===== src/rtl/mod_exp_if.sv =====
// Operand/result bundle for the mod_exp engine: start/done handshake plus
// the three operands and the result.
interface mod_exp_if #(
   parameter int WIDTH = 16
);
   logic             go;
   logic [WIDTH-1:0] m;
   logic [WIDTH-1:0] e;
   logic [WIDTH-1:0] n;
   logic [WIDTH-1:0] result;
   logic             done;

   modport master (output go, output m, output e, output n, input result, input done);
   modport slave  (input go, input m, input e, input n, output result, output done);
endinterface


===== src/rtl/mod_exp.sv =====
// Iterative right-to-left modular exponentiation, result = m^e mod n, using two
// interleaved shift-add modular multipliers. Optional: MODEXP_EARLY_EXIT_EN.
module mod_exp #(
   parameter int WIDTH = 16
) (
   input  logic      clk,
   input  logic      rst,
   mod_exp_if.slave  bus
);
   localparam int CNT_W = $clog2(WIDTH);
   localparam logic [CNT_W-1:0] CNT_MAX = CNT_W'(WIDTH - 1);
   localparam logic [WIDTH-1:0] ONE     = WIDTH'(1);

   typedef enum logic [2:0] {
      S_IDLE, S_LOAD, S_REDUCE, S_EXP, S_FINAL, S_DONE
   } state_t;

   state_t           state_q, state_d;
   logic [WIDTH-1:0] m_q, m_d, e_q, e_d, n_q, n_d;
   logic [WIDTH-1:0] acc_q, acc_d, base_q, base_d, exp_q, exp_d;
   logic [WIDTH-1:0] result_q, result_d;
   logic             done_q, done_d;
   logic [CNT_W-1:0] cnt_q, cnt_d, iter_q, iter_d;
   logic [WIDTH+1:0] p_q [2];
   logic [WIDTH+1:0] p_d [2];
   logic [WIDTH+1:0] step [2];
   logic [WIDTH-1:0] mul_a [2];
   logic [WIDTH-1:0] mul_b [2];
   logic             last_step;

   // One MSB-first step: P = 2P + (bit ? B : 0), then at most two
   // subtractions of n bring P back below n (P < n, B < n => 2P + B < 3n).
   function automatic logic [WIDTH+1:0] mod_step(input logic [WIDTH+1:0] p,
                                                 input logic             bit_i,
                                                 input logic [WIDTH-1:0] b,
                                                 input logic [WIDTH-1:0] nn);
      logic [WIDTH+1:0] t;
      logic [WIDTH+1:0] nx;
      nx = {2'b00, nn};
      t  = {p[WIDTH:0], 1'b0} + (bit_i ? {2'b00, b} : '0);
      if (t >= nx) t = t - nx;
      if (t >= nx) t = t - nx;
      return t;
   endfunction

   genvar gi;
   generate
      for (gi = 0; gi < 2; gi++) begin : g_mul
         assign step[gi] = mod_step(p_q[gi], mul_a[gi][cnt_q], mul_b[gi], n_q);
      end
   endgenerate

   // Multiplier 0 reduces m (m * 1) during REDUCE, then forms acc * base.
   always_comb begin
      mul_a[0] = (state_q == S_REDUCE) ? m_q : acc_q;
      mul_b[0] = (state_q == S_REDUCE) ? ONE : base_q;
      mul_a[1] = base_q;
      mul_b[1] = base_q;
   end

   assign last_step = (cnt_q == '0);

   always_comb begin
      state_d  = state_q;
      m_d      = m_q;
      e_d      = e_q;
      n_d      = n_q;
      acc_d    = acc_q;
      base_d   = base_q;
      exp_d    = exp_q;
      result_d = result_q;
      done_d   = done_q;
      cnt_d    = cnt_q;
      iter_d   = iter_q;
      p_d[0]   = p_q[0];
      p_d[1]   = p_q[1];

      case (state_q)
         S_IDLE, S_DONE: begin
            if (bus.go) begin
               m_d      = bus.m;
               e_d      = bus.e;
               n_d      = bus.n;
               done_d   = 1'b0;
               result_d = '0;
               state_d  = S_LOAD;
            end
         end
         S_LOAD: begin
            acc_d   = ONE;
            exp_d   = e_q;
            cnt_d   = CNT_MAX;
            p_d[0]  = '0;
            p_d[1]  = '0;
            state_d = S_REDUCE;
         end
         S_REDUCE: begin
            p_d[0] = step[0];
            cnt_d  = cnt_q - CNT_W'(1);
            if (last_step) begin
               base_d  = step[0][WIDTH-1:0];
               p_d[0]  = '0;
               cnt_d   = CNT_MAX;
               iter_d  = CNT_MAX;
               state_d = S_EXP;
`ifdef MODEXP_EARLY_EXIT_EN
               if (exp_q == '0) state_d = S_FINAL;
`endif
            end
         end
         S_EXP: begin
            p_d[0] = step[0];
            p_d[1] = step[1];
            cnt_d  = cnt_q - CNT_W'(1);
            if (last_step) begin
               if (exp_q[0]) acc_d = step[0][WIDTH-1:0];
               base_d = step[1][WIDTH-1:0];
               exp_d  = exp_q >> 1;
               p_d[0] = '0;
               p_d[1] = '0;
               cnt_d  = CNT_MAX;
               iter_d = iter_q - CNT_W'(1);
               if (iter_q == '0) state_d = S_FINAL;
`ifdef MODEXP_EARLY_EXIT_EN
               else if (exp_q[WIDTH-1:1] == '0) state_d = S_FINAL;
`endif
            end
         end
         S_FINAL: begin
            // acc starts at 1, which is not reduced when n <= 1.
            result_d = (n_q < WIDTH'(2)) ? '0 : acc_q;
            done_d   = 1'b1;
            state_d  = S_DONE;
         end
         default: state_d = S_IDLE;
      endcase
   end

   always_ff @(posedge clk or negedge rst) begin
      if (!rst) begin
         state_q  <= S_IDLE;
         m_q      <= '0;
         e_q      <= '0;
         n_q      <= '0;
         acc_q    <= '0;
         base_q   <= '0;
         exp_q    <= '0;
         result_q <= '0;
         done_q   <= 1'b0;
         cnt_q    <= '0;
         iter_q   <= '0;
         for (int i = 0; i < 2; i++) p_q[i] <= '0;
      end else begin
         state_q  <= state_d;
         m_q      <= m_d;
         e_q      <= e_d;
         n_q      <= n_d;
         acc_q    <= acc_d;
         base_q   <= base_d;
         exp_q    <= exp_d;
         result_q <= result_d;
         done_q   <= done_d;
         cnt_q    <= cnt_d;
         iter_q   <= iter_d;
         for (int i = 0; i < 2; i++) p_q[i] <= p_d[i];
      end
   end

   assign bus.result = result_q;
   assign bus.done   = done_q;
endmodule


===== src/flat_wrapper.sv =====
// flat-port wrapper written by rule: the top's interface ports become plain ports
module mod_exp_flat 
#(
   parameter int WIDTH = 16
)
  (clk, rst, bus_go, bus_m, bus_e, bus_n, bus_result, bus_done);
  mod_exp_if #(.WIDTH(WIDTH)) bus_i ();
  input  logic clk;
  input  logic rst;
  input wire logic [$bits(bus_i.go)-1:0] bus_go;
  input wire logic [$bits(bus_i.m)-1:0] bus_m;
  input wire logic [$bits(bus_i.e)-1:0] bus_e;
  input wire logic [$bits(bus_i.n)-1:0] bus_n;
  output wire logic [$bits(bus_i.result)-1:0] bus_result;
  output wire logic [$bits(bus_i.done)-1:0] bus_done;
  assign bus_i.go = bus_go;
  assign bus_i.m = bus_m;
  assign bus_i.e = bus_e;
  assign bus_i.n = bus_n;
  assign bus_result = bus_i.result;
  assign bus_done = bus_i.done;
  mod_exp #(.WIDTH(WIDTH)) u_core (.clk(clk), .rst(rst), .bus(bus_i));
endmodule

===== config.mk =====
export PLATFORM = sky130hd
export DESIGN_NAME = mod_exp_flat
export DESIGN_NICKNAME = d
export VERILOG_FILES = /design/src/rtl/mod_exp_if.sv /design/src/rtl/mod_exp.sv /design/src/flat_wrapper.sv
export SDC_FILE = /design/constraint.sdc
export NUM_CORES = 1
export LEC_CHECK = 0
export BUFFER_PORTS_ARGS = -buffer_cell sky130_fd_sc_hd__buf_2
export CORE_UTILIZATION = 65
export DETAILED_ROUTE_END_ITERATION = 8
export HOLD_SLACK_MARGIN = 0.06
export PLACE_DENSITY_LB_ADDON = 0.3
export REMOVE_ABC_BUFFERS = 1
export SYNTH_ARGS = -nofsm -noshare
export SYNTH_HDL_FRONTEND = slang
export SYNTH_SLANG_ARGS = --single-unit

===== constraint.sdc =====
create_clock -name clk -period 12.89 [get_ports clk]
set_input_delay 1.289 -clock clk [delete_from_list [all_inputs] [get_ports clk]]
set_output_delay 1.289 -clock clk [all_outputs]
set_load 0.05 [all_outputs]

Word level (Yosys, flattened, before mapping):

Cells that the tools add are included.

* add/subtract/negate cells: 8
* magnitude comparators: 6
* equal/unequal tests: 10
* mux-type cells: 39
* reduce and logical (&&, ||, !) cells: 16

Operators by type and width (count)
* two-way mux 16 bit: 11
* case mux 16 bit (2 select lines): 4
* >= comparator 18 x 16 -> 1 bit: 4
* two-way mux 18 bit: 3
* subtractor 18 x 16 -> 18 bit: 3
* case mux 17 bit (3 select lines): 1
* adder 18 x 16 -> 18 bit: 2
* two-way mux 35 bit: 1
* two-way mux 17 bit: 2
* case mux 17 bit (2 select lines): 1
* subtractor 17 x 16 -> 17 bit: 1
* less-than comparator 16 x 2 -> 1 bit (second input constant): 1
* case mux 4 bit (2 select lines): 2
* case mux 3 bit (5 select lines): 1
* two-way mux 3 bit: 4
* two-way mux 4 bit: 3
* binary-select mux 1 bit (select 4 bit): 2
* logical NOT 4 bit: 2
* != test 2 x 1 -> 1 bit (second input constant): 4
* nonzero test 2 bit: 4
* subtractor 4 x 1 -> 4 bit (second input constant): 2
* equality test 3 x 2 -> 1 bit (second input constant): 2
* equality test 3 bit (second input constant): 2
* AND reduction 2 bit: 3
* 10 further kinds: 14

* flip-flop bits (word level): 158
* input bits: 51
* output and inout port bits: 17
* word-level logic and storage cells: 92

Depth between registers and ports, before layout:

* word-level depth: 13
* depth in mapped cells: 37
* gate-level depth less buffers: 33

Worst setup path before layout:

OpenSTA, ideal clock, no wires.

* path type: register -> register
* start: register u_core.state_q[0]
* end: register u_core.base_q[1]
* library setup time: 87 ps
* data arrival time: 8718 ps
* required time: 12803 ps
* setup slack: 4085 ps
* cell stages (with the launch flop): 37
* buffers on the path: 4
* period minus slack after synthesis: 8805 ps
* path through: dfrtp_1 > clkbuf_1 > nor3b_2 > mux4_2 > mux4_2 > mux2i_1 > nor2_1 > clkbuf_1 > and2_1 > ha_1 > fa_1 > a211oi_1 > o21ai_0 > o211a_1 > or3_1 > a21oi_1 > xnor2_1 > ha_1 > o21ai_0 > o21ai_0 > nand2_1 > a22oi_1 > a211o_1 > clkbuf_1 > clkbuf_1 > nor2_1 > a21oi_1 > ha_1 > nor2b_1 > o21ai_0 > a21oi_1 > nor3_1 > o211a_1 > o211ai_1 > nor3_1 > mux2_2 > o211ai_1

* word-level cells in the longest chain between the ends: 12
* elaborated cells between the ends (all ways): 20
* classes of those cells: add/sub: 3; order compare: 2; eq/ne: 4; mux: 9; reduce/logical: 2

RTL lines
* from (decl): line mod_exp.sv:18 `state_t state_q, state_d;`
* from (signal assigned): line mod_exp.sv:154 `state_q <= state_d;`
* equality test 3 x 2 -> 1 bit: line mod_exp.sv:55, mod_exp.sv:56, mod_exp.sv:78
* two-way mux 16 bit: line mod_exp.sv:55 `mul_a[0] = (state_q == S_REDUCE) ? m_q : acc_q;`
* binary-select mux 1 bit (select 4 bit): line mod_exp.sv:49 `assign step[gi] = mod_step(p_q[gi], mul_a[gi][cnt_q], mul_b[gi], n_q);`
* two-way mux 1 bit (not written as such): line mod_exp.sv:49
* two-way mux 16 bit: line mod_exp.sv:40 `t = {p[WIDTH:0], 1'b0} + (bit_i ? {2'b00, b} : '0);`
* adder 18 x 16 -> 18 bit: line mod_exp.sv:40
* subtractor 18 x 16 -> 18 bit / >= comparator 18 x 16 -> 1 bit (equally long branches): line mod_exp.sv:41 `if (t >= nx) t = t - nx;`
* two-way mux 18 bit: line mod_exp.sv:41
* subtractor 17 x 16 -> 17 bit / >= comparator 18 x 16 -> 1 bit (equally long branches): line mod_exp.sv:42 `if (t >= nx) t = t - nx;`
* two-way mux 17 bit: line mod_exp.sv:42
* two-way mux 16 bit: line mod_exp.sv:100 `if (last_step) begin`
* case mux 16 bit (2 select lines): line mod_exp.sv:78 `case (state_q)`
* to (signal assigned): line mod_exp.sv:159 `base_q <= base_d;`
* to (decl): line mod_exp.sv:20 `logic [WIDTH-1:0] acc_q, acc_d, base_q, base_d, exp_q, exp_d;`

Parallel ways exist; a longest one is shown, timed or not. The select of a mux whose other input is x is not followed.
A chain may end at the register's enable or synchronous reset.

Final worst setup path:

* start: register u_core.state_q[1]
* end: register u_core.acc_q[7]

* word-level cells in the longest chain between the ends: 13
* elaborated cells between the ends (all ways): 22
* classes of those cells: add/sub: 3; order compare: 2; eq/ne: 5; mux: 10; reduce/logical: 2

RTL lines
* equality test 3 x 2 -> 1 bit: line mod_exp.sv:55, mod_exp.sv:56
* two-way mux 16 bit: line mod_exp.sv:55
* binary-select mux 1 bit (select 4 bit): line mod_exp.sv:49
* two-way mux 1 bit (not written as such): line mod_exp.sv:49
* two-way mux 16 bit: line mod_exp.sv:40
* adder 18 x 16 -> 18 bit: line mod_exp.sv:40
* subtractor 18 x 16 -> 18 bit / >= comparator 18 x 16 -> 1 bit (equally long branches): line mod_exp.sv:41
* two-way mux 18 bit: line mod_exp.sv:41
* subtractor 17 x 16 -> 17 bit / >= comparator 18 x 16 -> 1 bit (equally long branches): line mod_exp.sv:42
* two-way mux 17 bit: line mod_exp.sv:42
* two-way mux 16 bit: line mod_exp.sv:116 `if (exp_q[0]) acc_d = step[0][WIDTH-1:0];`
* two-way mux 16 bit: line mod_exp.sv:115 `if (last_step) begin`
* case mux 16 bit (2 select lines): line mod_exp.sv:78
* to (signal assigned): line mod_exp.sv:145 `acc_q <= '0;`
* to (signal assigned): line mod_exp.sv:158 `acc_q <= acc_d;`
* to (decl): line mod_exp.sv:20

Parallel ways exist; a longest one is shown, timed or not. The select of a mux whose other input is x is not followed.

==> qor.tcl <==
set qor(average_footprint_of_a_synthesized_cell_um2) 8.92
set qor(synth_flop_cell) {dfrtp_1}
set qor(result_of_the_run) {finished clean}
set qor(initial_antenna_violation_count) 0
set qor(grt_overall_usage_pct) 38.4
set qor(numPlacedInstances) 1693
set qor(min_from) {u_core.p_q[30]}
set qor(synthesis.area_um2) 12600
set qor(critPathLaunchType) {register}
set qor(cts_tree) {yes}
set qor(period_needed_ns) 11.39
set qor(synth-seq-area-share_pct) 31.3
set qor(post-route-drc-count) 0
set qor(worstPathRequired_ns) 13.17
set qor(worstSetupEndpointType) {register}
set qor(dp_hpwl_um) 28300
set qor(post_route_cells_drive_above_1_share_pct) 13.2
set qor(htree_levels) 4
set qor(route.vias.total) 11700
set qor(maxSlewHeadroom_pct) 21.5
set qor(area_delta_synth_final_pct) 8.77
set qor(path_class) {register to register}
set qor(rows) 50
set qor(tritoncts_num_sinks) 158
set qor(grt_start_max_net_pins) 82
set qor(die-width_um) 141
set qor(yosysUniqueCellTypes) 73
set qor(finish.net_count) 1605
set qor(instances_no_fill) 1725
set qor(ctsHoldBuffers) 0
set qor(gpl.final_weighted_congestion) 0.998
set qor(first_global_vias) 10900
set qor(cts.root.buffer_cell) {clkbuf_16}
set qor(route.detailed.vias_per_inst) 6.80
set qor(detail_route.iter0.violations) 1227
set qor(antenna_left) 0
set qor(cp-startpoint) {u_core.state_q[1]}
set qor(critical_path.slowest_cell) {mux2i_1}
set qor(globalRouteOverflowTotal) 0
set qor(critical_path.max_stage_delay_ns) 0.90
set qor(die_h_um) 141
set qor(path_max_fanout) 15
set qor(post-route-period-util_pct) 88.3
set qor(insertion_delay_ns) 0.44
set qor(placement.io_buffers) 67
set qor(synth-seq-cells) 158
set qor(number_of_top_level_pins) 68
set qor(grt_pass1_wl_um) 59000
set qor(setup_violations) 0
set qor(netlist.top_cell.by_area) {dfrtp_1}
set qor(die_footprint_um2) 20000
set qor(synth-edff-count) 0
set qor(hold_violation_count_in_the_final_report) 0
set qor(cts_resized) 0
set qor(firstDrtPassIters) 6
set qor(cts.reportedPaths.clkPinSlew_ns) 0.07
set qor(number_of_max_cap_violations) 0
set qor(synth_top_area_share_pct) 31.3
set qor(asyncSetResetFlopFracSynth_pct) 100
set qor(timing.hold.worst.class) {register to register}
set qor(core_area_um2) 18900
set qor(finalHoldWorstSlack_ns) 0.497
set qor(totalNegativeSetupSlack_ns) 0
set qor(tritoncts.num_buffers) 17
set qor(avgRoutedWirePerCell_um) 21.7
set qor(insertedDiodeCount) 0
set qor(crit_arrival_ns) 11.67
set qor(initial_core_util_pct) 66.9
set qor(timing.fmax_ghz) 0.0878
set qor(report.final.slew_viol_count) 0
set qor(timing.clock.skew_ns) 0.0155
set qor(top_cells_by_area_in_the_synthesized_netlist) {dfrtp_1, ha_1, o21ai_0}
set qor(critical_path.reg2reg.startpoint) {u_core.state_q[1]}
set qor(rsz0062_at_grt) {false}
set qor(synthesized_instance_count) 1418
set qor(cts-root-to-sink-buffers) 2
set qor(fillers) 1385
set qor(synth.yosys.warnings) 0
set qor(drt-total-wl_um) 37500
set qor(worst_margin_pin_slew_ns) 1.18
set qor(post_cts_buffers) 0
-- cell type report --
class / instances / area (um2) / area share, %
sequential: 158 / 3950 / 28.7
tap: 260 / 325 / 2.36
clock buffer: 18 / 439 / 3.19
multi-input combinational: 1145 / 8270 / 60.1
clock inverter: 14 / 163 / 1.18
inverter: 56 / 210 / 1.53
timing repair buffer: 74 / 394 / 2.86
-- final timing paths --
| kind | depth (start not counted) | slack (ns) | endpoint |
|---|---|---|---|
| worst max register to register | 31 | 1.50 | u_core.acc_q[7] |
| worst max-delay path | 31 | 1.50 | u_core.acc_q[7] |
| min in group asynchronous | 1 | 0.86 | u_core.n_q[13] |
| worst min register to register | 2 | 0.50 | u_core.p_q[30] |
| max in group asynchronous | 2 | 10.46 | u_core.m_q[2] |
| worst min-delay path | 2 | 0.50 | u_core.p_q[30] |
-- registers in the layout, summed over array words and instances (netlist names), 3 cells and up --
signal             flops
u_core.acc_q          16
u_core.base_q         16
u_core.bus.result     16
u_core.cnt_q           4
u_core.e_q            16
u_core.exp_q          16
u_core.iter_q          4
u_core.m_q            16
u_core.n_q            16
u_core.p_q            34
u_core.state_q         3
-- layer usage --
metal | vias up | wire length (um) | GRT usage, %
met5 | - | 0 | 0
met4 | 0 | 1830 | 18.8
met2 | 636 | 17200 | 59.9
met1 | 5605 | 15300 | 52.3
met3 | 127 | 3130 | 6.24
li1 | 5362 | - | -
-- worst max-delay path: cells and delay by family (launching register included) --
family | cells | cell delay (ns)
adder cells (fa/ha/maj) | 5 | 1.42
AO/OA/AOI/OAI | 13 | 3.87
XOR/XNOR | 1 | 0.21
AND/OR/NAND/NOR | 7 | 2.51
multiplexers | 5 | 2.56
flip-flops | 1 | 0.66
-- synth_stat cells, types with 22 or more instances --
| library cell | number |
|---|---|
| dfrtp_1 | 158 |
| nand2_1 | 150 |
| o21ai_0 | 113 |
| ha_1 | 96 |
| nor2_1 | 81 |
| a21oi_1 | 78 |
| inv_1 | 56 |
| mux2_2 | 50 |
| clkbuf_1 | 48 |
| xnor2_1 | 47 |
| and2_1 | 42 |
| o211ai_1 | 32 |
| a21o_1 | 29 |
| a31oi_1 | 27 |
| nor3_1 | 26 |
| a211oi_1 | 22 |
| mux2i_1 | 22 |
| nand3_1 | 22 |
-- cell usage in the layout, fill, tap and decap left out, drive strengths merged, types with 10 or more instances in the layout --
cell type / synthesis / final
a21oi: 78 / 78
buf: 11 / 74
o21bai: 17 / 17
o211ai: 32 / 32
a31oi: 27 / 27
a22o: 20 / 20
ha: 96 / 96
nor2b: 14 / 14
o41ai: 13 / 13
mux2: 51 / 51
nand2b: 17 / 17
a32o: 10 / 10
or3: 14 / 14
and2: 42 / 42
or2: 10 / 10
o21a: 17 / 17
clkbuf: 48 / 18
o21ai: 115 / 115
nor3: 26 / 26
a21o: 29 / 29
nor2: 81 / 81
mux2i: 22 / 22
xor2: 21 / 21
nand2: 150 / 150
nor4: 14 / 14
inv: 56 / 65
nand4: 17 / 17
a211oi: 22 / 22
xnor2: 47 / 47
mux4: 15 / 15
dfrtp: 158 / 158
nand3: 22 / 22
-- logic make-up (layout without fill, tap and decap cells) --
logic type	Yosys count	count (layout)	synth area share (%)
buffers and inverters	115	162	3.50
adder cells (fa/ha/maj)	102	102	10.4
AND/OR/NAND/NOR	430	430	16.6
AO/OA/AOI/OAI	457	457	24.5
flip-flops	158	158	31.3
multiplexers	88	88	8.98
XOR/XNOR	68	68	4.71
-- per-stage QoR --
stage,worst slack [ns],util [%],instance area (um2)
after global routing,0.928,72.8,13800
after global placement,1.91,69.6,13200
after floorplan,3.93,-,12400
final,1.50,72.8,13800
after detailed placement,1.74,69.6,13200
after CTS,1.74,72.8,13800
Power is left out: the tool's default activity adds up to more than one toggle a clock period on the data nets, which glitch-free logic cannot reach.
